==> src/rtl/mem_arb_pkg.sv <==
// Shared types and constants for the N-channel memory arbiter.
package mem_arb_pkg;

  // Arbiter FSM encoding.
  typedef enum logic [1:0] {
    IDLE  = 2'b00,
    BUSY  = 2'b01,
    ABORT = 2'b10
  } arb_state_e;

  // Arbitration policy selector values.
  localparam logic ARB_FIXED = 1'b0;
  localparam logic ARB_RR    = 1'b1;

  // Memory direction encoding shared with the requesters.
  localparam logic MEM_READ  = 1'b0;
  localparam logic MEM_WRITE = 1'b1;

  // Width of the per-grant watchdog counter. This is never narrower than
  // one bit, so the counter still exists when the watchdog is disabled.
  function automatic int cnt_width(input int max_cycles);
    int w;
    w = $clog2(max_cycles + 1);
    return (w < 1) ? 1 : w;
  endfunction

endpackage

==> src/rtl/mem_arbiter_n_pick.sv <==
// Combinational one-hot picker: the first eligible channel found when
// scanning upward from a rotation base, wrapping modulo N.
module rr_priority_pick
  import mem_arb_pkg::*;
#(
  parameter int N  = 3,
  parameter int IW = 2
) (
  input  logic [N-1:0]  elig,
  input  logic [IW-1:0] base,
  input  logic          mode,
  output logic [N-1:0]  winner,
  output logic [IW-1:0] winner_idx
);

  logic [IW-1:0] eff_base_s;
  logic          found_s;
  int            idx_s;

  // Scan from the effective base and take the first eligible channel.
  // Fixed mode always scans from channel 0.
  always_comb begin
    winner     = {N{1'b0}};
    winner_idx = {IW{1'b0}};
    found_s    = 1'b0;
    idx_s      = 0;
    if (mode == ARB_RR) begin
      eff_base_s = base;
    end else begin
      eff_base_s = {IW{1'b0}};
    end
    for (int off = 0; off < N; off++) begin
      idx_s = int'(eff_base_s) + off;
      if (idx_s >= N) begin
        idx_s = idx_s - N;
      end else begin
        idx_s = idx_s;
      end
      if (!found_s && elig[idx_s]) begin
        winner[idx_s] = 1'b1;
        winner_idx    = IW'(idx_s);
        found_s       = 1'b1;
      end else begin
        found_s = found_s;
      end
    end
  end

endmodule

==> src/rtl/mem_arbiter_n.sv <==
// N-channel memory arbiter: grants the single memory port to one requester
// for a whole burst. Supports fixed-priority or round-robin selection, a
// per-grant watchdog abort, and write protection with per-channel exemption.
module mem_arbiter_n
  import mem_arb_pkg::*;
#(
  parameter int               NUM_CH           = 3,
  parameter int               DATA_WIDTH       = 32,
  parameter int               ADDR_WIDTH       = 32,
  parameter int               ARB_MODE         = 0,
  parameter int               MAX_BURST_CYCLES = 64,
  parameter logic [NUM_CH-1:0] WP_EXEMPT       = {{(NUM_CH-1){1'b0}}, 1'b1}
) (
  input  logic                         clk,
  input  logic                         rst_n,
  input  logic                         force_disable,
  input  logic [NUM_CH-1:0]            ch_enable,
  input  logic [NUM_CH-1:0]            ch_rw,
  input  logic [NUM_CH*ADDR_WIDTH-1:0] ch_addr,
  input  logic [NUM_CH*DATA_WIDTH-1:0] ch_write,
  input  logic [NUM_CH-1:0]            ch_op_size,
  input  logic [NUM_CH-1:0]            ch_finishes_op,
  output logic [NUM_CH-1:0]            ch_req_data,
  output logic [DATA_WIDTH-1:0]        ch_read,
  output logic [NUM_CH-1:0]            ch_read_valid,
  output logic [NUM_CH-1:0]            ch_last,
  output logic [NUM_CH-1:0]            grant,
  output logic                         timeout_err,
  output logic [ADDR_WIDTH-1:0]        mem_addr,
  output logic                         mem_enable,
  output logic                         mem_rw,
  output logic [DATA_WIDTH-1:0]        mem_write,
  output logic                         mem_op_size,
  output logic                         mem_finishes_op,
  input  logic                         mem_write_req_input,
  input  logic [DATA_WIDTH-1:0]        mem_read,
  input  logic                         mem_read_valid,
  input  logic                         mem_last
);

  localparam int            IW        = $clog2(NUM_CH);
  localparam int            CW        = cnt_width(MAX_BURST_CYCLES);
  localparam logic [CW-1:0] CNT_LIMIT = (MAX_BURST_CYCLES == 0) ? {CW{1'b0}}
                                                                : CW'(MAX_BURST_CYCLES - 1);
  localparam logic          WD_EN     = (MAX_BURST_CYCLES != 0);
  localparam logic          MODE      = (ARB_MODE == 1) ? ARB_RR : ARB_FIXED;
  localparam logic [IW-1:0] LAST_IDX  = IW'(NUM_CH - 1);

  arb_state_e        state_r, state_s;
  logic [NUM_CH-1:0] grant_r, grant_s;
  logic [IW-1:0]     gnt_idx_r, gnt_idx_s;
  logic [IW-1:0]     last_grant_r, last_grant_s;
  logic [CW-1:0]     cnt_r, cnt_s;
  logic [NUM_CH-1:0] elig_s;
  logic [IW-1:0]     rr_base_s;
  logic [NUM_CH-1:0] pick_onehot_s;
  logic [IW-1:0]     pick_idx_s;

  // A channel is eligible unless it wants to write while writes are blocked
  // and it holds no exemption.
  always_comb begin
    elig_s = {NUM_CH{1'b0}};
    for (int i = 0; i < NUM_CH; i++) begin
      elig_s[i] = ch_enable[i] &
                  ~(force_disable & (ch_rw[i] == MEM_WRITE) & ~WP_EXEMPT[i]);
    end
  end

  // The round-robin search starts one past the last grantee, wrapping.
  always_comb begin
    if (last_grant_r == LAST_IDX) begin
      rr_base_s = {IW{1'b0}};
    end else begin
      rr_base_s = last_grant_r + IW'(1);
    end
  end

  rr_priority_pick #(
    .N  (NUM_CH),
    .IW (IW)
  ) u_pick (
    .elig       (elig_s),
    .base       (rr_base_s),
    .mode       (MODE),
    .winner     (pick_onehot_s),
    .winner_idx (pick_idx_s)
  );

  // Arbiter state registers. Reset drops any grant immediately.
  always_ff @(posedge clk or negedge rst_n) begin
    if (!rst_n) begin
      state_r      <= IDLE;
      grant_r      <= {NUM_CH{1'b0}};
      gnt_idx_r    <= {IW{1'b0}};
      last_grant_r <= LAST_IDX;
      cnt_r        <= {CW{1'b0}};
    end else begin
      state_r      <= state_s;
      grant_r      <= grant_s;
      gnt_idx_r    <= gnt_idx_s;
      last_grant_r <= last_grant_s;
      cnt_r        <= cnt_s;
    end
  end

  // Next-state logic: grant in IDLE, hold until mem_last or the watchdog
  // limit, and spend a single cycle in ABORT before returning to IDLE.
  always_comb begin
    state_s      = state_r;
    grant_s      = grant_r;
    gnt_idx_s    = gnt_idx_r;
    last_grant_s = last_grant_r;
    cnt_s        = cnt_r;
    case (state_r)
      IDLE: begin
        if (|elig_s) begin
          state_s      = BUSY;
          grant_s      = pick_onehot_s;
          gnt_idx_s    = pick_idx_s;
          last_grant_s = pick_idx_s;
          cnt_s        = {CW{1'b0}};
        end else begin
          state_s = IDLE;
        end
      end
      BUSY: begin
        if (mem_last) begin
          // Completion takes precedence over a watchdog hit in the same cycle.
          state_s = IDLE;
          grant_s = {NUM_CH{1'b0}};
          cnt_s   = {CW{1'b0}};
        end else if (WD_EN && (cnt_r == CNT_LIMIT)) begin
          state_s = ABORT;
        end else begin
          cnt_s = cnt_r + CW'(1);
        end
      end
      ABORT: begin
        state_s = IDLE;
        grant_s = {NUM_CH{1'b0}};
        cnt_s   = {CW{1'b0}};
      end
      default: begin
        state_s = IDLE;
        grant_s = {NUM_CH{1'b0}};
        cnt_s   = {CW{1'b0}};
      end
    endcase
  end

  // Output decode: the memory command follows the grantee while BUSY, and
  // responses route back only to the grantee. ABORT signals the unwind.
  always_comb begin
    ch_read         = mem_read;
    grant           = grant_r;
    mem_enable      = 1'b0;
    mem_rw          = MEM_READ;
    mem_addr        = {ADDR_WIDTH{1'b0}};
    mem_write       = {DATA_WIDTH{1'b0}};
    mem_op_size     = 1'b0;
    mem_finishes_op = 1'b0;
    ch_req_data     = {NUM_CH{1'b0}};
    ch_read_valid   = {NUM_CH{1'b0}};
    ch_last         = {NUM_CH{1'b0}};
    timeout_err     = 1'b0;
    case (state_r)
      BUSY: begin
        mem_enable      = 1'b1;
        mem_addr        = ch_addr[int'(gnt_idx_r)*ADDR_WIDTH +: ADDR_WIDTH];
        mem_write       = ch_write[int'(gnt_idx_r)*DATA_WIDTH +: DATA_WIDTH];
        mem_rw          = ch_rw[gnt_idx_r];
        mem_op_size     = ch_op_size[gnt_idx_r];
        mem_finishes_op = ch_finishes_op[gnt_idx_r];
        ch_req_data     = grant_r & {NUM_CH{mem_write_req_input}};
        ch_read_valid   = grant_r & {NUM_CH{mem_read_valid}};
        ch_last         = grant_r & {NUM_CH{mem_last}};
      end
      ABORT: begin
        ch_last     = grant_r;
        timeout_err = 1'b1;
      end
      IDLE: begin
        mem_enable = 1'b0;
      end
      default: begin
        mem_enable = 1'b0;
      end
    endcase
  end

endmodule

==> config.mk <==
export PLATFORM = sky130hd
export DESIGN_NAME = mem_arbiter_n
export DESIGN_NICKNAME = d
export VERILOG_FILES = /design/src/rtl/mem_arb_pkg.sv /design/src/rtl/mem_arbiter_n_pick.sv /design/src/rtl/mem_arbiter_n.sv
export SDC_FILE = /design/constraint.sdc
export NUM_CORES = 1
export LEC_CHECK = 0
export ABC_AREA = 1
export CORE_AREA = 4 4 135 137
export DETAILED_ROUTE_END_ITERATION = 10
export DIE_AREA = 0 0 139 141
export GPL_TIMING_DRIVEN = 0
export SYNTH_ARGS = -nofsm -noshare
export SYNTH_HDL_FRONTEND = slang
export SYNTH_SLANG_ARGS = --single-unit
==> constraint.sdc <==
create_clock -name clk -period 2 [get_ports clk]
set_input_delay 0.6 -clock clk [delete_from_list [all_inputs] [get_ports clk]]
set_output_delay 0.6 -clock clk [all_outputs]
set_load 0.005 [all_outputs]
==> results.yml, run 1 <==
outcome:
  status: "complete, but fails checks"
  violations: "negative setup slack"
drt:
  drt_wl_total_um: 18100
  vias: 4696
  dr.pass1.iters: 4
  viasPerCell: 4.24
  avgRoutedWirePerCell_um: 16.4
  drcViolationCount: 0
  antenna_left: 0
  dr.first_iter.drc_count: 173
pwr:
  power_density_mw_per_mm2: 902
  total_leakage_power_nw: 3.01
  ir_drop_v: 0.000568
hold_path:
  hold_path.class: "flop to flop"
global_route:
  grt-ovfl-total: 0
  grt_pass1_wl_um: 26400
  grt_max_degree: 15
  antenna_found_initial: 0
  grt_pass1_vias: 4699
  grtUsageTotal_pct: 16.6
timing:
  drv_slew: 0
  fin_crit_sh_pct: 115
  tns_ns: -16.88
  whs_ns: 0.505
  setup_ws_ns: -0.304
  rsz0062_at_grt: "yes"
  period_needed_ns: 2.30
  finClkSkew_ns: 0.00236
  setup_violations: 70
  worst_pin_slew_ns: 0.665
  clock.fmax_mhz: 434
  relSlewSlack_pct: 55.5
  timing_hold_violations_final: 0
clock_tree:
  cts_hold_buf: 0
  path_clk_slew_ns: 0.05
  clk_latency_ns: 0.24
  cts_root_buf: "clkbuf_16"
  cts_buffers: 3
  h-tree-depth: 1
  numClockSinks: 14
  clockBufferDepth: 2
  tritoncts: "built"
critical_path:
  cp_max_fo: 7
  cp.buffers_inverters: 4
  cp_data_arrival_time_ns: 1.70
  critPathTopFamily: "buffers and inverters"
  path_cells: "buf_6, nor2_4, buf_4, bufbuf_16, nand2_1, a21oi_1, buf_2"
  crit_path_top_delay_cell: "dfrtp_1"
  critPathKind: "flop to output port"
  max_stage_delay_ns: 0.38
  cp-start-kind: "flop"
  cp-end-kind: "output port"
  required_ns: 1.40
logic_synthesis:
  yosysWarnings: 0
  ys_seq_area_share_pct: 12.9
  synth_area_mm2: 0.00271
  synth-edff-count: 0
  synth_cells: 520
  synth_ff_type: "dfrtp_1"
  synth.distinct_cells: 21
  synth_seq_cells: 14
  async_flop_share_pct: 100
  synth_nets: 766
  avgSynthCellArea_um2: 5.21
place:
  place_area_mm2: 0.00621
  place_congestion: 0.868
  pre_cts_ws_ns: -0.878
  io_buffers: 322
  dp_hpwl_um: 13800
finish:
  design_area_mm2: 0.00694
  syn2layout_area_growth_pct: 156
  drive_gt1_share_pct: 32.0
  utilization_pct: 40.7
  n_fill_cell: 1805
  multi_input_area_mm2: 0.00221
  n_antenna_cell: 0
  nNetsFinal: 1130
  seq_area_um2: 350
die:
  rows: 48
  dieArea_mm2: 0.0196
  die_y_um: 141
  start_util_pct: 15.9
  die_w_um: 139
  num_io_pins: 355
  core_mm2: 0.0171
run:
  drv_cap: 0
[timing repair]
item / CTS / global route
endpoints found under the setup margin: 78 / 72
pin swaps: 17 / 11
setup buffers: 28 / 7
gates cloned: 5 / 1
gates resized for setup: 463 / 51
[metal layers]
metal	up-vias	wire, µm	global-route usage [%]
met1	2073	7420	20.2
met5	-	0	0
met4	0	374	3.45
li1	2373	-	-
met3	28	1250	3.90
met2	222	9080	29.9
[path summary, 6_finish.rpt]
check                                         startpoint                   end  slack [ns]  cells after the start
worst min-delay path                grant[0]$_DFFE_PN0P_  grant[0]$_DFFE_PN0P_        0.50                      2
min in group asynchronous                          rst_n  cnt_r[0]$_DFFE_PN0P_        0.77                      1
worst max register to register    state_r[0]$_DFFE_PN0P_  cnt_r[5]$_DFFE_PN0P_        0.19                      9
worst max-delay path            gnt_idx_r[0]$_DFFE_PN0P_           mem_op_size       -0.30                      7
max in group asynchronous                          rst_n  cnt_r[6]$_DFFE_PN0P_        0.81                      1
worst min register to register      grant[0]$_DFFE_PN0P_  grant[0]$_DFFE_PN0P_        0.50                      2
[flip-flops by register name, indices dropped and copies added, names as in the netlist]
register   cells
gnt_idx_r      2
cnt_r          7
grant          3
state_r        2
[cells in the final DEF, fill, tap and decap left out, types with 6 or more instances in the layout]
cell type	synthesis	final
inv_1	15	12
clkdlybuf4s50_1	0	239
buf_8	0	11
buf_4	34	54
o21ai_1	21	32
nand2_2	1	16
buf_6	9	24
dfrtp_1	14	14
dlygate4sd2_1	0	6
clkbuf_16	0	6
a21oi_2	0	59
nand3_1	9	9
nor2_1	150	148
buf_2	10	74
o21ai_0	56	44
nand2_1	106	87
[worst reg2reg max path, stage by stage, from the launching register on]
cell and delay [ns]:
dfrtp_1 0.41, buf_4 0.15, buf_4 0.13, inv_2 0.08
ha_4 0.15, inv_1 0.04, nor2_1 0.16, nand3_1 0.23
nand2_2 0.23, o21ai_0 0.12
[metrics by stage]
step                      total power, mW  std cells
after floorplan                      2.32        520
after global placement               4.81       1067
after detailed placement             4.80       1067
after CTS                            5.95       1102
after global routing                 6.75       1108
final                                6.26       1108
[where the power goes]
group	internal [mW]	switching [mW]
registers	0.334	0.0446
clock network	0.303	0.116
logic	2.76	2.70
[final cells by class]
cell class | count | area share (%)
Timing Repair Buffer | 363 | 47.8
Clock buffer | 4 | 1.28
Tap cell | 225 | 4.06
Multi-Input combinational cell | 420 | 31.8
Inverter | 17 | 1.01
Sequential cell | 14 | 5.05
Buffer | 65 | 8.98
[logic make-up (layout without fill, tap and decap cells)]
group	after synthesis	in the layout	share of synthesized area (%)
AO/OA/AOI/OAI	148	148	27.5
flip-flops	14	14	12.9
buffers and inverters	86	449	19.7
AND/OR/NAND/NOR	268	268	38.0
adder cells (fa/ha/maj)	4	4	1.85
[cells in the mapped netlist, types with 2 or more instances]
library cell | n | area, µm²
buf_4 | 34 | 255
inv_2 | 2 | 7.51
o21ai_1 | 21 | 105
o21ai_0 | 56 | 280
ha_1 | 4 | 50.1
clkbuf_1 | 12 | 45.0
nor2_1 | 150 | 563
a21oi_1 | 69 | 345
buf_6 | 9 | 101
buf_2 | 10 | 50.1
dfrtp_1 | 14 | 350
nand2_1 | 106 | 398
inv_1 | 15 | 56.3
clkbuf_2 | 3 | 15.0
nand3_1 | 9 | 45.0
Power figures use the tool's default switching activity.
==> inputs of run 2 (changes only) <==
PLACE_DENSITY = 0.62   (was unset)
==> results.yml, run 2 (synthesized netlist as in run 1, its figures left out) <==
pwr:
  power_mw: 5.94
  power_density_mw_per_mm2: 869
  total_leakage_power_nw: 3.01
  ir_drop_v: 0.000480
drt:
  drcViolationCount: 0
  avgRoutedWirePerCell_um: 16.6
  antenna_left: 0
  dr.pass1.iters: 6
  viasPerCell: 4.25
  dr.first_iter.drc_count: 175
  drt_wl_total_um: 18200
  vias: 4663
global_route:
  antenna_found_initial: 0
  grt-ovfl-total: 0
  grt_max_degree: 15
  grt_pass1_vias: 4522
  grt_pass1_wl_um: 26500
  grtUsageTotal_pct: 16.9
place:
  dp_hpwl_um: 14200
  place_congestion: 0.842
  dp_cells: 1067
  io_buffers: 322
hold_path:
  min_path_cells: 2
  hold_path.class: "flop to flop"
  holdCritStartpoint: "grant[2]$_DFFE_PN0P_"
finish:
  largest-register: "cnt_r"
  drive_gt1_share_pct: 30.2
  n_antenna_cell: 0
  fin_cells: 1098
  n_fill_cell: 1836
  syn2layout_area_growth_pct: 152
  layout_commonest_cell: "clkdlybuf4s50_1"
  largest_reg_flops: 7
  final_cell_mix: "clkdlybuf4s50_1, nor2_1, nand2_1, buf_2, buf_4"
  nNetsFinal: 1120
  utilization_pct: 40.1
critical_path:
  startpoint: "gnt_idx_r[0]$_DFFE_PN0P_"
  max_stage_delay_ns: 0.40
  cp-start-kind: "flop"
  cp_data_arrival_time_ns: 1.73
  r2r.worst_path.cells: 9
  cp_max_fo: 8
  critPathKind: "flop to output port"
  cpMostUsedCell: "buf_6"
  timing.rr.start: "state_r[1]$_DFFE_PN0P_"
  crit_path_top_delay_cell: "dfrtp_1"
  required_ns: 1.40
  cp-end-kind: "output port"
  path_cells: "buf_6, nor2_4, buf_12, buf_8, buf_6, nand2_1, a21oi_1, buf_2"
timing:
  worst_pin_slew_ns: 0.615
  setup_ws_ns: -0.327
  setup_violations: 68
  period_needed_ns: 2.33
  fin_crit_sh_pct: 116
  finClkSkew_ns: 0.000727
  drv_slew: 0
  relSlewSlack_pct: 58.9
  rsz0062_at_grt: "yes"
  tns_ns: -12.75
  clock.fmax_mhz: 430
  timing_hold_violations_final: 0
die:
  die_y_um: 141
  dieArea_mm2: 0.0196
  rows: 48
  die_w_um: 139
  start_util_pct: 15.9
  core_mm2: 0.0171
  num_io_pins: 355
clock_tree:
  clk_latency_ns: 0.24
  path_clk_slew_ns: 0.05
  cts_buffers: 3
  tritoncts: "built"
  clockBufferDepth: 2
  numClockSinks: 14
  cts_root_buf: "clkbuf_16"
  h-tree-depth: 1
outcome:
  status: "complete, but fails checks"
  violations: "negative setup slack"
run:
  drv_cap: 0
[run 2: cell count changes in the layout (fill, tap and decap cells not counted), moves of 6 or more]
cell             delta
nor2_2             +13
o21ai_1            +10
o21ai_0            -13
nor2_4              +9
a21oi_1            +30
a21oi_2            -25
buf_6               -8
clkdlybuf4s50_1     -6
nor2_1             -22
[run 2: metal layers]
layer	up-vias	GRT usage, %	wire [µm]
met5	-	0	0
met3	11	3.73	1350
met4	0	1.49	154
li1	2352	-	-
met2	205	29.6	8950
met1	2095	22.2	7800
[run 2: final cells by class]
cell class,count,area (µm²),area share [%]
multi-input combinational,420,2190,32.0
inverter,17,73.8,1.08
timing repair buffer,350,3190,46.7
tap,225,282,4.12
clock buffer,4,88.8,1.30
buffer,68,659,9.65
sequential,14,350,5.13
[run 2: path summary, 6_finish.rpt]
path / endpoint / slack [ns]
min in group asynchronous: cnt_r[3]$_DFFE_PN0P_ / 0.74
hold / removal: grant[2]$_DFFE_PN0P_ / 0.51
setup / recovery: mem_addr[20] / -0.33
setup reg to reg: cnt_r[4]$_DFFE_PN0P_ / 0.28
hold reg to reg: grant[2]$_DFFE_PN0P_ / 0.51
max in group asynchronous: gnt_idx_r[0]$_DFFE_PN0P_ / 0.86
[run 2: worst max-delay path: cells and delay by family, from the launching register on]
kind	cells	cell delay, ns
compound gates	1	0.16
buf+inv	5	0.71
flops	1	0.40
simple gates	2	0.21
[run 2: power by group]
group / switching (mW) / internal, mW
clock: 0.122 / 0.304
sequential: 0.0479 / 0.334
combinational: 2.63 / 2.50
total: 2.80 / 3.14
[run 2: through the flow]
stage          worst slack (ns)  hold WS, ns  area (µm²)
2_1_floorplan             0.124        0.304        2710
5_1_grt                  -0.422        0.540        6830
3_3_place_gp             -0.826        0.501        6210
6_report                 -0.327        0.509        6830
3_5_place_dp             -0.838        0.508        6210
4_1_cts                  -0.277        0.519        6620
[run 2: timing repair]
action                     CTS  global route
cloned                       5             2
setup endpoints to repair   78            72
buffers inserted            21             5
resized for setup          450            78
pin swaps                   43            39
hold buffers                 0             0
==> inputs of run 3 (changes only) <==
CAP_MARGIN = 10   (was unset)
==> results of run 3 <==
No change in the layout: final DEF, timing and power equal those of run 2.
==> RTL edit: new RTL, config.mk and constraints of run 2 <==
The parameter `ARB_MODE` goes from 0 to 1.
--- a/src/rtl/mem_arbiter_n.sv
+++ b/src/rtl/mem_arbiter_n.sv
@@ -8,5 +8,5 @@
   parameter int               DATA_WIDTH       = 32,
   parameter int               ADDR_WIDTH       = 32,
-  parameter int               ARB_MODE         = 0,
+  parameter int               ARB_MODE         = 1,
   parameter int               MAX_BURST_CYCLES = 64,
   parameter logic [NUM_CH-1:0] WP_EXEMPT       = {{(NUM_CH-1){1'b0}}, 1'b1}
Function: changed (a bounded check fails within 4 cycles, from zero or initial values and one cycle with rst_n low).
==> RTL edit against run 2 <==
The flow still finishes with violations (setup timing). Non-clock buffer count grew 8. Clock power shrank 9.2%. Global-route usage shrank 0.64 points. Sequential power grew 14%. Total power grew 25%. Hold slack is essentially flat. Area after synthesis grew 6.1%. Clock skew grew 0.0020 ns. Synthesized cell count grew 7.1%. Sequential cell count grew 1. Setup slack gained 0.015 ns. Cell area grew 8.9%. Routed wire length shrank 1.2%. Largest cell class unchanged. Largest power group unchanged. Highest routed layer unchanged.
==> RTL edit: results <==
export IMPL_intPower_w=0.00394
export IMPL_drive_gt1_share_pct=35.9
export IMPL_setup_ws_ns=-0.312
export IMPL_n_fill_cell=1808
export IMPL_first_pass_iters=4
export IMPL_ys_ff_latch=15
export IMPL_synth_nets=803
export IMPL_power_frac_seq_pct=5.8
export IMPL_arrival_ns=1.71
export IMPL_seq_share_pct=5.08
export IMPL_nMultiInputCombCells=448
export IMPL_worstHoldStart="cnt_r[1]"
export IMPL_grt_first_pass_wirelength_um=26200
export IMPL_synthDistinctLibCells=28
export IMPL_grtUsageTotal_pct=16.3
export IMPL_min_to="cnt_r[1]"
export IMPL_r2r_start="cnt_r[0]"
export IMPL_ys_seq_area_share_pct=13.1
export IMPL_crit_path_max_incr_delay_ns=0.43
export IMPL_crit_path_end="mem_addr[10]"
export IMPL_crit_path_start="gnt_idx_r[0]"
export IMPL_synthAdderAreaFrac_pct=1.74
export IMPL_synth_xor_area_share_pct=0.609
export IMPL_status="finished, violations left"
export IMPL_fin_skew_ns=0.00274
export IMPL_synth_compound_area_share_pct=25.4
export IMPL_finalSetupTns_ns=-15.29
export IMPL_grt_pass1_vias=4786
export IMPL_nets=1163
export IMPL_violations="setup timing"
export IMPL_setup_viol=73
export IMPL_grt_max_degree=16
export IMPL_slowest_stage="dfrtp_2"
export IMPL_pg_comb_w=0.00661
export IMPL_postCtsSetupBuffers=18
export IMPL_ir_worst_vdd_v=0.000450
export IMPL_r2r_slack_ns=0.32
export IMPL_layout_nonclk_buf_share_pct=54.1
export IMPL_multi_input_area_share_pct=34.6
export IMPL_synth_common_cells="nor2_1, nand2_1, o21ai_0"
export IMPL_synthTopCellsByArea="nor2_1, nand2_1, o21ai_0"
export IMPL_timing_rr_end="cnt_r[0]"
export IMPL_dp_hpwl_um=13700
export IMPL_wl_per_cell_um=15.8
[RTL edit: changes by cell type after synthesis, moves of 3 or more]
cell,before,now
clkbuf_2,3,0
buf_6,9,2
inv_1,15,19
buf_2,10,16
o21ai_0,56,72
nor2_2,0,3
nand2_1,106,122
clkbuf_1,12,18
nand3_1,9,14
o21ai_1,21,0
[RTL edit: stage by stage]
step / instances / hold slack (ns) / setup WS [ns] / power, W / instance area, um^2
finish: 1141 / 0.509 / -0.312 / 0.00743 / 7440
global route: 1141 / 0.530 / -0.406 / 0.00806 / 7440
floorplan: 557 / 0.304 / 0.0483 / 0.00274 / 2880
detailed placement: 1104 / 0.495 / -0.958 / 0.00540 / 6380
CTS: 1131 / 0.505 / -0.301 / 0.00667 / 6860
global placement: 1104 / 0.489 / -0.945 / 0.00541 / 6380
[RTL edit: layer usage]
metal  share of wire (%)  GRT usage [%]
met1                  43           21.3
met2                  50           28.7
met3                 6.1           3.26
met4                0.98           1.75
met5                   0              0
